File: src/rtl/ifetch_ctrl.sv
// ifetch_ctrl: instruction fetch controller, PC owner and IR writer over a req/ack memory port
// Ports:
//   clk, rst               clock (rising edge), asynchronous active-high reset
//   fetch_en, pc_ld, pc_in start a fetch / load PC from pc_in (both sampled only in IDLE)
//   err_clr                clears the sticky bus_err flag
//   mem_req, mem_addr      memory read request and address (address held for the whole request)
//   mem_rdata, mem_ack     memory read data and completion
//   ir_data, ld_ir         instruction word plus its one-cycle IR load strobe
//   fetch_done, busy       one-cycle completion pulse; high from request until back in IDLE
//   bus_err, pc_out        sticky memory-timeout flag; current PC
module ifetch_ctrl #(
    parameter logic [15:0] RESET_PC = 16'h0000,
    parameter int          TIMEOUT  = 15
) (
    input  logic        clk,
    input  logic        rst,
    input  logic        fetch_en,
    input  logic        pc_ld,
    input  logic [15:0] pc_in,
    input  logic        err_clr,
    output logic        mem_req,
    output logic [15:0] mem_addr,
    input  logic [15:0] mem_rdata,
    input  logic        mem_ack,
    output logic [15:0] ir_data,
    output logic        ld_ir,
    output logic        fetch_done,
    output logic        busy,
    output logic        bus_err,
    output logic [15:0] pc_out
);
    typedef enum logic [1:0] {IDLE, WAIT, DONE} state_t;
    state_t      state, state_n;
    logic [7:0]  cnt, cnt_n;
    logic [15:0] pc_n, mem_addr_n, ir_data_n;
    logic        mem_req_n, ld_ir_n, fetch_done_n, busy_n, bus_err_n;
    logic        start, ack, tmo;
    assign start = state == IDLE && fetch_en;
    assign ack   = state == WAIT && mem_ack;
    // ack on the last allowed cycle takes priority over the timeout
    assign tmo   = state == WAIT && !mem_ack && cnt == 8'(TIMEOUT - 1);
    always_ff @(posedge clk or posedge rst) begin
        if (rst) begin
            state      <= IDLE;
            cnt        <= '0;
            pc_out     <= RESET_PC;
            mem_req    <= 1'b0;
            mem_addr   <= '0;
            ir_data    <= '0;
            ld_ir      <= 1'b0;
            fetch_done <= 1'b0;
            busy       <= 1'b0;
            bus_err    <= 1'b0;
        end else begin
            state      <= state_n;
            cnt        <= cnt_n;
            pc_out     <= pc_n;
            mem_req    <= mem_req_n;
            mem_addr   <= mem_addr_n;
            ir_data    <= ir_data_n;
            ld_ir      <= ld_ir_n;
            fetch_done <= fetch_done_n;
            busy       <= busy_n;
            bus_err    <= bus_err_n;
        end
    end
    always_comb begin
        state_n = state == DONE ? IDLE : (ack || tmo) ? DONE : start ? WAIT : state;
    end
    always_comb begin
        pc_n         = ack ? pc_out + 16'd1 : (state == IDLE && pc_ld) ? pc_in : pc_out;
        // a same-cycle pc_ld redirects the fetch to the new target
        mem_addr_n   = start ? (pc_ld ? pc_in : pc_out) : mem_addr;
        mem_req_n    = start ? 1'b1 : (ack || tmo) ? 1'b0 : mem_req;
        cnt_n        = start ? 8'd0 : state == WAIT ? cnt + 8'd1 : cnt;
        ir_data_n    = ack ? mem_rdata : ir_data;
        ld_ir_n      = ack;
        fetch_done_n = ack || tmo;
        busy_n       = start ? 1'b1 : state == DONE ? 1'b0 : busy;
        bus_err_n    = tmo ? 1'b1 : err_clr ? 1'b0 : bus_err;
    end
endmodule

File: config.mk
export PLATFORM = sky130hd
export DESIGN_NAME = ifetch_ctrl
export DESIGN_NICKNAME = d
export VERILOG_FILES = /design/src/rtl/ifetch_ctrl.sv
export SDC_FILE = /design/constraint.sdc
export NUM_CORES = 1
export LEC_CHECK = 0
export ABC_AREA = 0
export CAP_MARGIN = 15
export CORE_ASPECT_RATIO = 0.9
export CORE_UTILIZATION = 51
export DETAILED_ROUTE_END_ITERATION = 10
export PLACE_DENSITY_LB_ADDON = 0.15
export SETUP_SLACK_MARGIN = 0.3
export SLEW_MARGIN = 40
export SYNTH_ARGS = -nofsm -noshare
export SYNTH_HDL_FRONTEND = slang
export SYNTH_SLANG_ARGS = --single-unit
export TNS_END_PERCENT = 100
File: constraint.sdc
create_clock -name clk -period 3 [get_ports clk]
set_input_delay 0.6 -clock clk [delete_from_list [all_inputs] [get_ports clk]]
set_output_delay 0.6 -clock clk [all_outputs]
set_load 0.05 [all_outputs]
# [After elaboration in Yosys (flattened, before gate mapping)]
# Index checks and enable logic that the tools add are counted.
[totals] reg_bits=63 input_bits=38 output_inout_bits=53 wordCells=43
[op_classes] n_addsub=2 n_eq_ne=3 n_mux=14 n_reduce_logical=14
[op_table] cell="$mux 16" count=3
[op_table] cell="$add 16x1->16 const B" count=1
[op_table] cell="$mux 8" count=2
[op_table] cell="$reduce_bool 2->1" count=5
[op_table] cell="$add 8x1->8 const B" count=1
[op_table] cell="$eq 8x4->1 const B" count=1
[op_table] cell="$mux 1" count=6
[op_table] cell="$mux 2" count=3
[op_table] cell="$logic_and 1x1->1" count=5
[op_table] cell="$reduce_bool 3->1" count=1
[op_table] cell="$eq 2x1->1 const B" count=1
[op_table] cell="$eq 2x2->1 const B" count=1
[op_table] cell="$logic_not 2->1" count=1
[op_table] cell="$logic_not 1->1" count=1
[op_table] cell="$logic_or 1x1->1" count=1

# [Logic depth before layout (Yosys ltp)]
# Gate-level depths: netlist of the first run.
[depth] word_depth=6 ltp_mapped=8

# [Least setup slack after synthesis of the first run]
# Ideal clock, no wire load.
[synth_timing] path_kind="register -> register" startpoint="register pc_out[0]" endpoint="register pc_out[10]" setup_time_ps=151 arrival_time_ps=1685 t_required_ps=2849 setup_slack_ps=1164 stages_incl_launch_ff=7 path_buffers=1 cell_sequence="dfrtp_1 ha_1 and3_1 clkbuf_1 nand3_1 o211ai_1 o311ai_1"
[synth_via] elab_chain_cells=2
[synth_lines] element="from (decl)" line_no="30" source="output logic [15:0] pc_out"
[synth_lines] element="from (signal assigned)" line_no="57" source="pc_out <= pc_n;"
[synth_lines] element="$add 16x1->16" line_no="71" source="pc_n = ack ? pc_out + 16'd1 : (state == IDLE && pc_ld) ? pc_in : pc_out;"
[synth_lines] element="$mux 16" line_no="71"
# Every way passes these cells.
# A chain may end at the register's enable or synchronous reset.

# [Worst setup path in the final report of the first run]
[layout_timing] startpoint="register pc_out[8]" endpoint="output port pc_out[8]"
# No word-level cell between the ends.

==> out/qor.yml, run 1 <==
crit_type: "flip-flop to output port"
r2r-end: "pc_out[10]"
synth_top_area_share_pct: 52.0
synth-async-reset-ratio_pct: 100
synthToLayoutAreaGrowth_pct: 37.4
end_kind: "output port"
viasPerCell: 5.46
crit_end: "pc_out[8]"
synth_top_cell_by_area: "dfrtp_1"
irDropWorstVdd_uv: 868
rr_startpoint: "state[1]"
synth.distinct_cells: 45
leakage_nw: 1.93
placed_area_um2: 3960
io_pins: 91
drtIter0Drc: 140
slew_violations: 0
cp_slowest_stage_delay_ps: 860
status: "finished clean"
avgSynthCellArea_um2: 9.59
worstMarginPinSlew_ps: 636
ys_ff_latch: 63
grt_pass1_vias: 2351
grt_first_pass_wirelength_mm: 11.4
cts_root_buf: "clkbuf_8"
htreeDepth: 3
synth_mux_area_share_pct: 7.27
syn-num-nets: 357
port_buffers: 90
synthSimpleGateAreaFrac_pct: 22.4
synth_edf_count: 0
syn_area_um2: 3030
synthAdderAreaFrac_pct: 1.24
track_usage_pct: 23.4
regToRegSetupSlack_ps: 1130
fin_skew_ps: 5.34
clkTransAtPathRegs_ps: 70
cp_cell_sequence: "clkdlybuf4s50_1"
place.gp.congestion: 0.838
ant_nets: 0
power_density_nw_per_um2: 1220
path_delay_family: "buffers and inverters"
arrival_ps: 1690
grt_max_degree: 36
cts_resized: 0
cp_data_required_time_ps: 2400
start_util_pct: 53.2
critPathLaunchType: "flip-flop"
wl_per_cell_um: 14.9
r2r_cells: 5
postCtsSetupRepairBufs: 0
dieArea_um2: 6250
crit_slowest_cell: "clkdlybuf4s50_1"
first_pass_iters: 4
worst-path-buf-inv: 1
overflow: 0
cp-startpoint: "pc_out[8]"
synth_xor_area_share_pct: 0
synth_cells: 316
synth-main-ff-cell: "dfrtp_1"
setup_viol: 0
seq_area_frac_synth_pct: 52.0
num_vias: 2619
slew_headroom_pct: 57.5
design_area_um2: 4160
fin_crit_sh_pct: 76.3
postCtsHoldBufs: 0
synth_compound_area_share_pct: 12.4
final_cell_mix: "nand2_1, clkdlybuf4s50_1, dfrtp_1"
drc_errors: 0
dp.final_hpwl_mm: 5.03
dieHeight_um: 75.1
crit_cells: 1
drive_gt1_share_pct: 6.83
cts_tree: "built"
cts_buffer_depth: 2
max_freq_mhz: 437
fillCellCount: 419
finalNetCount: 446
layout_commonest_cell: "nand2_1"
core_area_um2: 5690
hold_path_class: "flip-flop to flip-flop"
period_minus_slack_ps: 2290
die_x_um: 83.2
grt_antenna_before_repair: 0
clk_latency_ps: 330
holdPathStages: 1
routed_wl_mm: 7.14
hold_viol: 0
drv_cap: 0
rsz0062_at_grt: "false"
finalSetupTns_ps: 0
synth_top_family_by_area: "simple AND/OR/NAND/NOR gates"
cts.sinks: 63
synth_area_leaders: "dfrtp_1, nand2_1, mux2i_1, o21ai_0, nand3_1"
cts_buffers: 9
n_antenna_cell: 0
rows: 26
crit_fanout: 10
yosys_warnings: 0
Yosys cell counts (all sizes together), types with 4 or more instances:
| master | count |
|---|---|
| mux2i | 22 |
| o211ai | 8 |
| nand4 | 7 |
| buf | 13 |
| o21ai | 28 |
| clkbuf | 4 |
| nand2 | 95 |
| nor2 | 8 |
| a21oi | 7 |
| inv | 8 |
| nand3 | 12 |
| dfrtp | 63 |
per-layer routing:
layer | wire length [um] | part of all wire [%] | track usage, %
met1 | 3290 | 46 | 30.5
met3 | 416 | 5.8 | 6.80
met2 | 3350 | 47 | 39.0
met5 | 0 | 0 | 0
met4 | 87 | 1.2 | 6.51
kinds of logic (layout without fill, tap and decap cells):
group                      count (synthesis)  count (layout)
and+or+nand+nor                          144             144
adders and majority gates                  3               3
AOI/OAI and AO/OA                         59              59
DFF                                       63              63
buffers and inverters                     25             119
muxes                                     22              22
how the worst min path moves through the flow:
| stage | endpoint | from | slack (ps) |
|---|---|---|---|
| 2_1_floorplan | cnt[7] | cnt[7] | 440 |
| 3_3_place_gp | ir_data[6] | ir_data[6] | 460 |
| 3_5_place_dp | cnt[7] | cnt[7] | 470 |
| 4_1_cts | cnt[7] | cnt[7] | 480 |
| 5_1_grt | ir_data[4] | ir_data[4] | 500 |
| 6_report | cnt[7] | cnt[7] | 470 |
power by group:
part | switching [mW] | internal (mW) | leakage, nW
Clock | 0.313 | 0.466 | 0.104
Combinational | 1.78 | 0.914 | 1.04
Sequential | 0.393 | 1.22 | 0.787
sequential cells by signal, indices dropped and copies added, names as in the netlist:
| name | cells |
|---|---|
| cnt | 8 |
| ir_data | 16 |
| pc_out | 16 |
| state | 2 |
| busy | 1 |
| ld_ir | 1 |
| mem_addr | 16 |
| bus_err | 1 |
| fetch_done | 1 |
| mem_req | 1 |
metrics by stage:
step                util (%)  total power, mW  hold slack (ps)  instances  setup slack (ps)
floorplan                  -             3.42              439        316               830
global placement        69.5             4.26              462        464               618
detailed placement      69.5             4.32              466        464               562
CTS                     73.1             5.11              478        480               695
global route            73.1             5.36              504        480               636
finish                  73.1             5.09              473        480               710
cell type report:
| class | instances | area (um2) | share of cell area (%) |
|---|---|---|---|
| flip-flops and latches | 63 | 1580 | 37.9 |
| multi-input cells | 228 | 1310 | 31.5 |
| repair buffers | 95 | 951 | 22.8 |
| clock buffers | 12 | 135 | 3.25 |
| well taps | 70 | 87.6 | 2.10 |
| clock inverters | 4 | 70.1 | 1.68 |
| inverters | 8 | 30.0 | 0.721 |
No activity file was read; power rests on OpenSTA's default activity.
==> run 2, diff against run 1 <==
- CORE_UTILIZATION: 51 -> 42
- clock period: 3 -> 2 ns (I/O delays scaled with it)
==> run 2 against run 1 <==
Critical path depth unchanged. Final cell count increased by 5.8%. Clock power is 59% higher. Sequential power up 48%. Core utilization decreased by 11 points. Total power rose by 47%.
==> out/qor.yml, run 2 (same netlist as run 1, synthesis figures left out) <==
arrival_ps: 1240
fin_skew_ps: 9.86
overflow: 0
viasPerCell: 5.16
postCtsHoldBufs: 0
drc_errors: 0
io_pins: 91
fin_crit_sh_pct: 82.2
dieHeight_um: 82.6
dp_cells: 492
leakage_nw: 2.08
n_antenna_cell: 0
clk_latency_ps: 340
drv_cap: 0
whs_ps: 400
slew_violations: 0
wl_per_cell_um: 14.7
first_pass_iters: 4
worstMarginPinSlew_ps: 504
finalNetCount: 454
postCtsSetupRepairBufs: 0
power_density_nw_per_um2: 1780
cp-startpoint: "pc_out[6]"
cp_slowest_stage_delay_ps: 500
cts_root_buf: "clkbuf_8"
period_minus_slack_ps: 1640
core_area_um2: 6760
synthToLayoutAreaGrowth_pct: 38.7
track_usage_pct: 21.5
start_util_pct: 44.8
dp.final_hpwl_mm: 5.44
end_kind: "output port"
ant_nets: 0
path_delay_family: "buffers and inverters"
cp_cell_sequence: "clkdlybuf4s15_1"
critPathLaunchType: "flip-flop"
routed_wl_mm: 7.46
drive_gt1_share_pct: 15.1
cts_tree: "built"
placed_area_um2: 4030
grt_pass1_vias: 2565
status: "finished clean"
layout_commonest_cell: "nand2_1"
clkTransAtPathRegs_ps: 70
grt_antenna_before_repair: 0
reg.largest.list: "ir_data: 16 flops, mem_addr: 16 flops, pc_out: 16 flops"
grt_max_degree: 36
place.gp.congestion: 0.818
fillCellCount: 585
cts_buffers: 9
cts.sinks: 63
drtIter0Drc: 121
total_power_mw: 7.48
grt_first_pass_wirelength_mm: 12.4
worst-path-buf-inv: 1
crit_type: "flip-flop to output port"
slew_headroom_pct: 66.5
rsz0062_at_grt: "false"
final_cells: 508
die_x_um: 91.5
hold_path_class: "primary input to async pin"
port_buffers: 90
crit_fanout: 6
cts_buffer_depth: 2
irDropWorstVdd_uv: 908
final_cell_mix: "nand2_1, dfrtp_1, clkdlybuf4s50_1"
cp_data_required_time_ps: 1600
crit_slowest_cell: "clkdlybuf4s15_1"
design_area_um2: 4200
rows: 28
htreeDepth: 3
max_freq_mhz: 609
setup_viol: 0
rr_startpoint: "pc_out[7]"
dieArea_um2: 7560
finalSetupTns_ps: 0
num_vias: 2622
hold_viol: 0
==> run 2: cell count changes in the layout (fill, tap and decap cells not counted), moves of 2 or more <==
cell / before / now
buf_4: 4 / 24
clkbuf_8: 9 / 11
dfrtp_1: 63 / 56
dlygate4sd2_1: 0 / 35
clkdlybuf4s50_1: 90 / 37
dfrtp_2: 0 / 7
clkbuf_2: 0 / 4
==> run 2: per-layer routing <==
layer / part of all wire (%) / vias to the layer above / routed length (um) / track usage [%]
li1: - / 1296 / - / -
met1: 44 / 1241 / 3280 / 26.7
met2: 47 / 79 / 3520 / 35.3
met3: 7.7 / 6 / 576 / 7.60
met4: 1.1 / 0 / 80 / 7.14
met5: 0 / - / 0 / 0
==> run 2: metrics by stage <==
stage	utilization (%)	setup WS (ps)
detailed placement	59.7	81.8
global route	62.2	305
finish	62.2	357
global placement	59.7	141
floorplan	-	310
CTS	62.3	243
==> run 2: worst paths after layout <==
| path | slack (ps) | cells past startpoint | end |
|---|---|---|---|
| min reg2reg | 470 | 2 | ir_data[0] |
| max in group asynchronous | 1130 | 3 | state[1] |
| max reg2reg | 420 | 4 | pc_out[11] |
| min in group clk | 470 | 2 | ir_data[0] |
| min | 400 | 2 | pc_out[0] |
| max | 360 | 1 | pc_out[6] |
==> run 2: area by class of cell <==
cell class              count  area (um2)  area share, %
clock inverters             3        65.1           1.55
clock buffers              13         159           3.78
multi-input cells         228        1320           31.4
well taps                  90         113           2.68
inverters                   8        33.8          0.804
repair buffers            103         927           22.1
flip-flops and latches     63        1590           37.7
==> run 2: report_power, final <==
part	total (mW)	internal, mW	switching, mW
logic	3.83	1.13	2.70
registers	2.40	1.85	0.557
clock network	1.24	0.769	0.475
==> run 2: repair_timing <==
| item | in CTS | in global routing |
|---|---|---|
| endpoints found under the setup margin | 40 | 10 |
| pin swaps | 0 | 0 |
| gates resized for setup | 42 | 10 |
